**config.mk**
```make
export PLATFORM = sky130hd
export DESIGN_NAME = ov7670_emulator
export DESIGN_NICKNAME = d
export VERILOG_FILES = /design/src/rtl/ov7670_emulator.sv
export SDC_FILE = /design/constraint.sdc
export NUM_CORES = 1
export LEC_CHECK = 0
export ABC_AREA = 0
export BUFFER_PORTS_ARGS = -buffer_cell sky130_fd_sc_hd__buf_4
export CORE_MARGIN = 2
export CORE_UTILIZATION = 60
export CTS_CLUSTER_DIAMETER = 60
export DETAILED_ROUTE_END_ITERATION = 16
export GPL_ROUTABILITY_DRIVEN = 1
export GPL_TIMING_DRIVEN = 0
export PLACE_DENSITY = 0.8
export SYNTH_ARGS = -nofsm -noshare
export SYNTH_HDL_FRONTEND = slang
export SYNTH_SLANG_ARGS = --single-unit
```
**constraint.sdc**
```tcl
create_clock -name pclk -period 11.6 [get_ports pclk]
set_input_delay 0 -clock pclk [delete_from_list [all_inputs] [get_ports pclk]]
set_output_delay 0 -clock pclk [all_outputs]
set_load 0.005 [all_outputs]
```
**src/rtl/ov7670_emulator.sv**
```systemverilog
// OV7670-style camera source: vsync/href/pclk timing with a YUV422 ramp pattern.
// Optional OV_EMU_VSYNC_GLITCH_EN adds a short false vsync pulse before every frame.
module ov7670_emulator #(
  parameter int COLS          = 640,
  parameter int ROWS          = 480,
  parameter int HBLANK        = 288,
  parameter int VSYNC_LINES   = 3,
  parameter int VBP_LINES     = 17,
  parameter int VFP_LINES     = 10,
  parameter int GLITCH_CYCLES = 16
) (
  input  logic       pclk,
  input  logic       reset,
  input  logic       en,
  input  logic [7:0] luma_base,
  output logic       vsync,
  output logic       href,
  output logic [7:0] data,
  output logic       frame_done,
  output logic [7:0] frame_count
);

  localparam int T_LINE   = 2 * COLS + HBLANK;
  localparam int CNT_LEN  = (T_LINE > GLITCH_CYCLES) ? T_LINE : GLITCH_CYCLES;
  localparam int CNT_W    = $clog2(CNT_LEN + 1);
  localparam int LINE_MAX = (VSYNC_LINES > VBP_LINES)
                            ? ((VSYNC_LINES > VFP_LINES) ? VSYNC_LINES : VFP_LINES)
                            : ((VBP_LINES > VFP_LINES) ? VBP_LINES : VFP_LINES);
  localparam int LINE_W   = $clog2(LINE_MAX + 1);
  localparam int ROW_W    = $clog2(ROWS + 1);

  localparam logic [2:0] S_IDLE       = 3'd0;
  localparam logic [2:0] S_VSYNC      = 3'd1;
  localparam logic [2:0] S_VBP        = 3'd2;
  localparam logic [2:0] S_ACTIVE     = 3'd3;
  localparam logic [2:0] S_HBLANK     = 3'd4;
  localparam logic [2:0] S_VFP        = 3'd5;
`ifdef OV_EMU_VSYNC_GLITCH_EN
  localparam logic [2:0] S_GLITCH     = 3'd6;
  localparam logic [2:0] S_GLITCH_GAP = 3'd7;
  localparam logic [2:0] S_START      = S_GLITCH;
`else
  localparam logic [2:0] S_START      = S_VSYNC;
`endif

  logic [2:0]        state, nxt_state;
  logic [CNT_W-1:0]  cnt, nxt_cnt;
  logic [LINE_W-1:0] line, nxt_line;
  logic [ROW_W-1:0]  row, nxt_row;
  logic [7:0]        luma_q;
  logic              start, line_end, nxt_done, nxt_vsync;
  logic [7:0]        nxt_y;

  assign line_end = (cnt == CNT_W'(T_LINE - 1));

  // NOTE: every variable gets a default before the case so no latch is inferred.
  always_comb begin
    nxt_state = state;
    nxt_cnt   = cnt + CNT_W'(1);
    nxt_line  = line;
    nxt_row   = row;
    start     = 1'b0;
    case (state)
      S_IDLE: begin
        nxt_cnt = '0;
        start   = en;
      end
      S_VSYNC, S_VBP, S_VFP: begin
        if (line_end) begin
          nxt_cnt = '0;
          if ((state == S_VSYNC && line == LINE_W'(VSYNC_LINES - 1)) ||
              (state == S_VBP   && line == LINE_W'(VBP_LINES - 1))   ||
              (state == S_VFP   && line == LINE_W'(VFP_LINES - 1))) begin
            nxt_line = '0;
            if (state == S_VSYNC)      nxt_state = S_VBP;
            else if (state == S_VBP)   nxt_state = S_ACTIVE;
            else if (en)               start     = 1'b1;
            else                       nxt_state = S_IDLE;
          end else begin
            nxt_line = line + LINE_W'(1);
          end
        end
      end
      S_ACTIVE: begin
        if (cnt == CNT_W'(2 * COLS - 1)) begin
          nxt_cnt   = '0;
          nxt_state = S_HBLANK;
        end
      end
      S_HBLANK: begin
        if (cnt == CNT_W'(HBLANK - 1)) begin
          nxt_cnt = '0;
          if (row == ROW_W'(ROWS - 1)) begin
            nxt_row   = '0;
            nxt_state = S_VFP;
          end else begin
            nxt_row   = row + ROW_W'(1);
            nxt_state = S_ACTIVE;
          end
        end
      end
`ifdef OV_EMU_VSYNC_GLITCH_EN
      S_GLITCH: begin
        if (cnt == CNT_W'(GLITCH_CYCLES - 1)) begin
          nxt_cnt   = '0;
          nxt_state = S_GLITCH_GAP;
        end
      end
      S_GLITCH_GAP: begin
        if (cnt == CNT_W'(GLITCH_CYCLES - 1)) begin
          nxt_cnt   = '0;
          nxt_state = S_VSYNC;
        end
      end
`endif
      default: begin
        nxt_state = S_IDLE;
        nxt_cnt   = '0;
      end
    endcase
    if (start) begin
      nxt_state = S_START;
      nxt_cnt   = '0;
      nxt_line  = '0;
      nxt_row   = '0;
    end
  end

  // Outputs are registered from the next-state view so they line up with the state.
`ifdef OV_EMU_VSYNC_GLITCH_EN
  assign nxt_vsync = (nxt_state == S_VSYNC) || (nxt_state == S_GLITCH);
`else
  assign nxt_vsync = (nxt_state == S_VSYNC);
`endif
  assign nxt_done = (nxt_state == S_VFP) && (nxt_cnt == CNT_W'(T_LINE - 1)) &&
                    (nxt_line == LINE_W'(VFP_LINES - 1));
  assign nxt_y    = 8'(32'(nxt_cnt >> 1) + 32'(nxt_row) + 32'(luma_q));

  // NOTE: sequential state uses non-blocking assignments only.
  always_ff @(posedge pclk or posedge reset) begin
    if (reset) begin
      state       <= S_IDLE;
      cnt         <= '0;
      line        <= '0;
      row         <= '0;
      luma_q      <= '0;
      vsync       <= 1'b0;
      href        <= 1'b0;
      data        <= 8'h00;
      frame_done  <= 1'b0;
      frame_count <= 8'h00;
    end else begin
      state      <= nxt_state;
      cnt        <= nxt_cnt;
      line       <= nxt_line;
      row        <= nxt_row;
      vsync      <= nxt_vsync;
      href       <= (nxt_state == S_ACTIVE);
      frame_done <= nxt_done;
      if (start) luma_q <= luma_base;
      if (nxt_state == S_ACTIVE) data <= nxt_cnt[0] ? 8'h80 : nxt_y;
      else                       data <= 8'h00;
      if (nxt_done) frame_count <= frame_count + 8'd1;
    end
  end

endmodule
```
==> summary.txt, run 1 <==
Run status
  – Run status: complete, no violations

Worst setup path
  – Critical Path End Type: flip-flop
  – Startpoint type of the worst setup path: flip-flop
  – Peak per-stage delay on the critical path: 0.60 ns
  – Number of cells on the worst reg-to-reg path: 19
  – Critical Setup Path Class: reg -> reg
  – Family with the most delay on the worst path: compound AO/OA/AOI/OAI gates
  – Worst R2R End: data[7]
  – Worst setup slack for register-to-register paths: 5.94 ns
  – Required time reported for the critical path endpoint: roughly 12 ns
  – Master of the slowest instance on the critical path: a31oi_1
  – WP buf/inv: 3
  – Signal arrival time at the worst endpoint: around 5.9 ns
  – Cells along the critical path: inv_1, ha_1, nor4bb_1, nand3_1, a31oi_1, a21o_1, clkbuf_1, buf_2, a21oi_1, fa_1, ha_1, fa_1, a21o_1, a21oi_1, o21bai_1, a21oi_1, xnor2_1, a2111oi_0, a211oi_1
  – Largest fanout on the critical path: 10
  – Most frequent cell on the critical path: a21oi_1
  – Worst reg2reg startpoint: line[1]

Final layout
  – Post-route cell area: 3990 sq um
  – Ratio of cells with drive above 1 in the final layout: 0.173
  – Antenna cells: 0
  – Filler cells: 420
  – Post-synthesis to final-layout area growth: 14.6%
  – Final net count: 436

Route
  – Number of remaining DRC errors: 0
  – Number of vias per cell: 5.89
  – Initial detailed-routing violation count: 200
  – Post-route antenna net violation count: 0
  – Post-detailed-route wirelength per cell: between 15 and 20 um
  – Vias post-DR: 2810
  – Aggregate routed wire length: 7440 um
  – First-pass iteration count of the detailed router: 4

Synth
  – Synth top area share: 0.395
  – Synthesized netlist net count: 390
  – Largest cells by area after synthesis: dfrtp_1 40%, ha_1 4.7%, fa_1 4.6%
  – Count of unique library cells instantiated by Yosys: 66
  – Fraction of registers with async set/reset: 1.00
  – Fraction of the yosys area taken by sequential cells: 0.395
  – Syn Std Cell Area: 3480 sq um
  – Synth Register Bits: 55
  – Number of enable flip-flop cells after synthesis: 0
  – Cell type contributing the most total cell area after synthesis: dfrtp_1
  – Dominant synthesized flop cell: dfrtp_1
  – Average instance area after synthesis: about 10 sq um
  – Count of mapped cells out of synthesis: ~360
  – Number of warnings printed during yosys synthesis: 0

GRT
  – Number of global-route vias before repair: 2770
  – Wire length of the first global-routing pass: 12600 um
  – Pin count of the biggest net entering global routing: 38
  – Global route total overflow: 0
  – Overall Global Routing Usage: 0.253
  – Number of antenna violations at the first check in global routing: 0

Place
  – HPWL reported at the end of detailed placement: about 5500 um
  – Final Wtd Congestion: a little over 0.9
  – Worst-case setup slack after placement: 5.98 ns
  – Instance area at placement: approximately 3800 sq um
  – Number of input and output port buffers inserted: 29

Timing
  – Finish-stage setup viols: 0
  – Transition at the pin with the smallest max-transition slack: between 0.8 and 0.9 ns
  – Max-slew headroom: 0.443
  – Final-report hold violation count: 0
  – Setup repair after global routing missed its margin: no
  – Post-route setup TNS: 0 ns
  – Worst setup slack after layout: approximately 5.9 ns
  – Maximum clock frequency: between 150 and 200 MHz
  – Worst clock skew: approximately 0.0074 ns
  – Tcrit/Tclk final: 0.488
  – Fin crit period: about 5.7 ns
  – Max-slew violation count: 0

Clock network
  – Number of buffers between clock root and the deepest sink: 2
  – Clock slew at the register clock pins of the worst setup and hold paths: around 0.11 ns
  – Sinks on Clock Net: 55
  – Clock root buffer: clkbuf_8
  – Hold-fix buffers, CTS: 9
  – Num CTS Buffers: 5
  – CTS H-tree depth: 2
  – Skew-Pair Late Insertion Delay: 0.32 ns
  – Count of cells resized by post-cts repair: 0
  – Post CTS Setup Buffer Count: 0
  – CTS tree: built

Die
  – Die Wd: 80.2 um
  – Die ar.: 6430 sq um
  – Num rows: 27
  – Io pins: 30
  – Starting Density: 0.629
  – Core outline area: 5540 sq um
  – Height of the die: 80.2 um

Run
  – Max Cap Viol: 0

Hold path
  – Worst hold path type: in -> async

Pwr
  – Static leakage: ~1.9 nW
  – Maximum VDD drop: roughly 0.09 mV
  – Power Total: roughly 0.00035 W
  – Power density cells: approximately 87 nW/um^2
-- cell type report --
type / count / area [sq um] / share of cell area
multi-input cells: 265 / 1930 / 0.484
flip-flops and latches: 55 / 1380 / 0.345
repair buffers: 39 / 328 / 0.0821
inverters: 24 / 90.1 / 0.0226
well taps: 72 / 90.1 / 0.0226
plain buffers: 14 / 86.3 / 0.0216
clock buffers: 5 / 68.8 / 0.0172
clock inverters: 3 / 22.5 / 0.00564
-- tightest hold or removal path, stage by stage --
cell and delay [ns]:
dlygate4sd3_1 0.53, buf_4 0.13, inv_2 0.32
-- Yosys cell counts, types with 3 or more instances --
master    instances
a21o_1            5
a21oi_1           9
a31oi_1           3
and3_1            5
and4_1            3
buf_2             6
buf_6             3
clkbuf_1          4
dfrtp_1          55
fa_1              8
ha_1             13
inv_1            24
nand2_1          40
nand2b_1          3
nand3_1          11
nand4_1          14
nor2_1           35
nor2b_1           5
nor3_1            8
nor4_1            8
o21ai_0          10
or3_1             4
or4_1             3
xnor2_1          15
xor2_1           13
-- where the power goes --
part	internal [W]	switching (W)	leakage, nW
clock network	0.0000439	0.0000689	0.0489
logic	0.0000164	0.0000183	1.11
registers	0.000195	0.00000304	0.701
total	0.000255	0.0000902	1.86
-- metal layers --
layer | routed length, um | GRT usage
met3 | 309 | 0.0404
met5 | 0 | 0
met4 | 183 | 0.0881
met2 | 3830 | 0.455
met1 | 3120 | 0.304
-- through the flow --
stage	hold slack [ns]	utilization	std cells
floorplan	0.112	-	358
global placement	0.197	0.684	459
detailed placement	0.0307	0.688	460
CTS	0.224	0.721	477
global route	0.239	0.721	477
finish	0.226	0.721	477
-- flip-flops by register name (all words and copies together), names as in the netlist, 3 cells and up --
register and cells:
cnt 11, row 9, data 8, frame_count 8
luma_q 8, line 5, state 3
-- cells in the final DEF, fill, tap and decap left out, types with 9 or more instances in the layout --
| cell type | netlist | routed |
|---|---|---|
| a21oi_1 | 9 | 9 |
| buf_4 | 1 | 30 |
| dfrtp_1 | 55 | 55 |
| dlygate4sd3_1 | 0 | 9 |
| ha_1 | 13 | 13 |
| inv_1 | 24 | 23 |
| nand2_1 | 40 | 40 |
| nand3_1 | 11 | 11 |
| nand4_1 | 14 | 14 |
| nor2_1 | 35 | 35 |
| o21ai_0 | 10 | 10 |
| xnor2_1 | 15 | 15 |
| xor2_1 | 13 | 13 |
-- how the worst max path moves through the flow --
| stage | end | startpoint | depth (start not counted) |
|---|---|---|---|
| final | data[7] | line[1] | 19 |
| after global routing | data[7] | line[1] | 19 |
| after CTS | data[7] | line[1] | 19 |
| after detailed placement | data[7] | line[1] | 19 |
| after global placement | data[7] | line[1] | 19 |
| after floorplan | data[7] | line[1] | 19 |
-- cells by family after synthesis --
kind of cell | count (synthesis) | share of synthesized area
multiplexers | 5 | 0.0165
AO/OA/AOI/OAI | 47 | 0.111
adder cells (fa/ha/maj) | 21 | 0.0927
XOR/XNOR | 28 | 0.0704
buffers and inverters | 38 | 0.0506
AND/OR/NAND/NOR | 164 | 0.264
flip-flops | 55 | 0.395
Power figures use the tool's default switching activity.
==> run 2, diff against run 1 <==
==> constraint.sdc (replaced) <==
create_clock -name pclk -period 5.8 [get_ports pclk]
set_input_delay 0 -clock pclk [delete_from_list [all_inputs] [get_ports pclk]]
set_output_delay 0 -clock pclk [all_outputs]
set_load 0.005 [all_outputs]
==> run 2 against run 1 <==
Sequential power up 100%. Wire length is 0.34% higher. Cell count shrank 0.21%. Global-route usage did not move. Combinational power grew 99%. Core utilization about the same. Highest routed layer unchanged. Clock-buffer cell count unchanged. Critical path type unchanged. Critical path depth decreased by 1. Largest power group unchanged. Sequential share of layout area about the same.
==> summary.txt, run 2 (synthesis results as in run 1) <==
Run status
  – Run status: complete, no violations

Route
  – First-pass iteration count of the detailed router: 4
  – Number of vias per cell: between 5 and 6
  – Aggregate routed wire length: between 7000 and 8000 um
  – Post-route antenna net violation count: 0
  – Initial detailed-routing violation count: around 150
  – Post-detailed-route wirelength per cell: around 16 um
  – Number of remaining DRC errors: 0
  – Vias post-DR: about 2800

Hold path
  – Worst hold path type: in -> async

Final layout
  – Largest reg by FF count: cnt
  – Biggest regs: cnt x11, row x9
  – Antenna cells: 0
  – Ratio of cells with drive above 1 in the final layout: 0.176
  – Top library cells by usage in the layout, fill and taps aside: 55 x dfrtp_1, 40 x nand2_1, 35 x nor2_1
  – Final net count: ~440
  – Most common cell after layout, fill and taps aside: dfrtp_1
  – Post-synthesis to final-layout area growth: 14.7%
  – Flip-flop count of the largest register, all copies and words added: 11
  – Filler cells: around 420
  – Util after Layout: 0.721
  – Post-route cell area: ~4000 sq um

Timing
  – Worst clock skew: ~0.0075 ns
  – Max-slew violation count: 0
  – Tcrit/Tclk final: 0.924
  – Setup repair after global routing missed its margin: no
  – Maximum clock frequency: ~190 MHz
  – Max-slew headroom: 0.436
  – Finish-stage setup viols: 0
  – Worst setup slack after layout: roughly 0.44 ns
  – Post-route setup TNS: 0 ns
  – Final-report hold violation count: 0
  – Fin crit period: 5.36 ns
  – Transition at the pin with the smallest max-transition slack: about 0.85 ns

Worst setup path
  – Number of cells on the worst reg-to-reg path: 18
  – Startpoint type of the worst setup path: flip-flop
  – Largest fanout on the critical path: 11
  – Required time reported for the critical path endpoint: 5.99 ns
  – Critical Path End Type: flip-flop
  – Critical Setup Path Class: reg -> reg
  – Signal arrival time at the worst endpoint: between 5 and 6 ns

GRT
  – Met1 demand-to-capacity share in global routing: 0.304
  – Global route total overflow: 0
  – Overall Global Routing Usage: 0.253
  – Met2 usage: 0.455
  – Highest-utilization routing layer at the global route stage: met2
  – Number of antenna violations at the first check in global routing: 0
  – Number of global-route vias before repair: 2770
  – GR met3 Demand/Resource: 0.0404
  – Pin count of the biggest net entering global routing: 38
  – Wire length of the first global-routing pass: 12600 um

Pwr
  – Maximum VDD drop: between 0.15 and 0.2 mV
  – Internal Pwr Total: ~0.0005 W
  – Proportion of total power due to net switching: 0.260
  – Clock group share of total power: 0.326
  – Power Total: slightly below 0.0007 W
  – Power density cells: approximately 170 nW/um^2
  – Static leakage: 1.86 nW
  – Part of the power in combinational logic: 0.100
  – Psw: between 0.00015 and 0.0002 W
  – Seq pwr share: 0.574

Die
  – Starting Density: 0.629
  – Die ar.: between 6000 and 7000 sq um
  – Io pins: 30
  – Core outline area: ~5500 sq um
  – Height of the die: roughly 80 um
  – Die Wd: ~80 um
  – Num rows: 27

Clock network
  – Post CTS Setup Buffer Count: 0
  – CTS H-tree depth: 2
  – Num CTS Buffers: 5
  – Clock slew at the register clock pins of the worst setup and hold paths: 0.11 ns
  – Sinks on Clock Net: 55
  – Skew-Pair Late Insertion Delay: 0.32 ns
  – Clock root buffer: clkbuf_8
  – Number of buffers between clock root and the deepest sink: 2
  – CTS tree: built

Run
  – Max Cap Viol: 0

Place
  – Number of input and output port buffers inserted: 29
  – Final Wtd Congestion: between 0.9 and 1
  – Instance area at placement: about 3800 sq um
  – HPWL reported at the end of detailed placement: 5510 um
  – Worst-case setup slack after placement: between 0.15 and 0.2 ns
run 2: cell count changes in the layout (fill, tap and decap cells not counted):
cell / change
a31oi_1: -1
clkbuf_1: -1
a31oi_2: +1
run 2: area by class of cell:
cell class                      count  area, sq um  area share
Clock inverter                      3         22.5     0.00564
Timing Repair Buffer               39          328      0.0821
Multi-Input combinational cell    265         1940       0.485
Sequential cell                    55         1380       0.345
Tap cell                           72         90.1      0.0225
Clock buffer                        5         68.8      0.0172
Buffer                             13         82.6      0.0207
Inverter                           24         90.1      0.0225
run 2: worst paths after layout:
check | from | endpoint | slack [ns]
min in group pclk | en | line[4] | 0.23
max reg2reg | line[1] | data[7] | 0.44
min reg2reg | frame_count[7] | frame_count[7] | 0.47
max in group asynchronous | reset | row[8] | 5.04
max | line[1] | data[7] | 0.44
min | reset | frame_count[3] | 0.22
run 2: critical path, stage by stage (launching register included):
cell       delay, ns
dfrtp_1         0.43
inv_1           0.11
ha_1            0.15
nor4bb_1        0.43
nand3_1         0.24
a31oi_2         0.47
a21o_1          0.46
buf_2           0.34
a21oi_1         0.13
fa_1            0.50
ha_1            0.24
fa_1            0.40
a21o_1          0.17
a21oi_1         0.22
o21bai_1        0.11
a21oi_1         0.20
xnor2_1         0.12
a2111oi_0       0.41
a211oi_1        0.11
run 2: through the flow:
stage	hold WS, ns	cells
2_1_floorplan	0.112	358
4_1_cts	0.224	477
5_1_grt	0.239	476
3_5_place_dp	0.0307	460
6_report	0.225	476
3_3_place_gp	0.197	459
run 2: metal layers:
| metal | wire [um] | part of all wire | up-vias |
|---|---|---|---|
| met2 | 3870 | 0.52 | 88 |
| met1 | 3050 | 0.41 | 1343 |
| met3 | 348 | 0.047 | 21 |
| li1 | - | - | 1353 |
| met5 | 0 | 0 | - |
| met4 | 201 | 0.027 | 0 |
run 2: what timing repair did:
action | CTS | global route
endpoints found under the hold margin | 26 | 0
endpoints found under the setup margin | 0 | 1
resized for setup | 0 | 1
hold buffers | 9 | 0
run 2: power groups by stage:
stage,combinational [W],sequential [W],clock [W]
after CTS,0.0000697,0.000396,0.000228
after floorplan,0.0000469,0.000402,0
after global placement,0.0000603,0.000403,0
final,0.0000691,0.000396,0.000225
after global routing,0.0000791,0.000397,0.000242
after detailed placement,0.0000648,0.000403,0
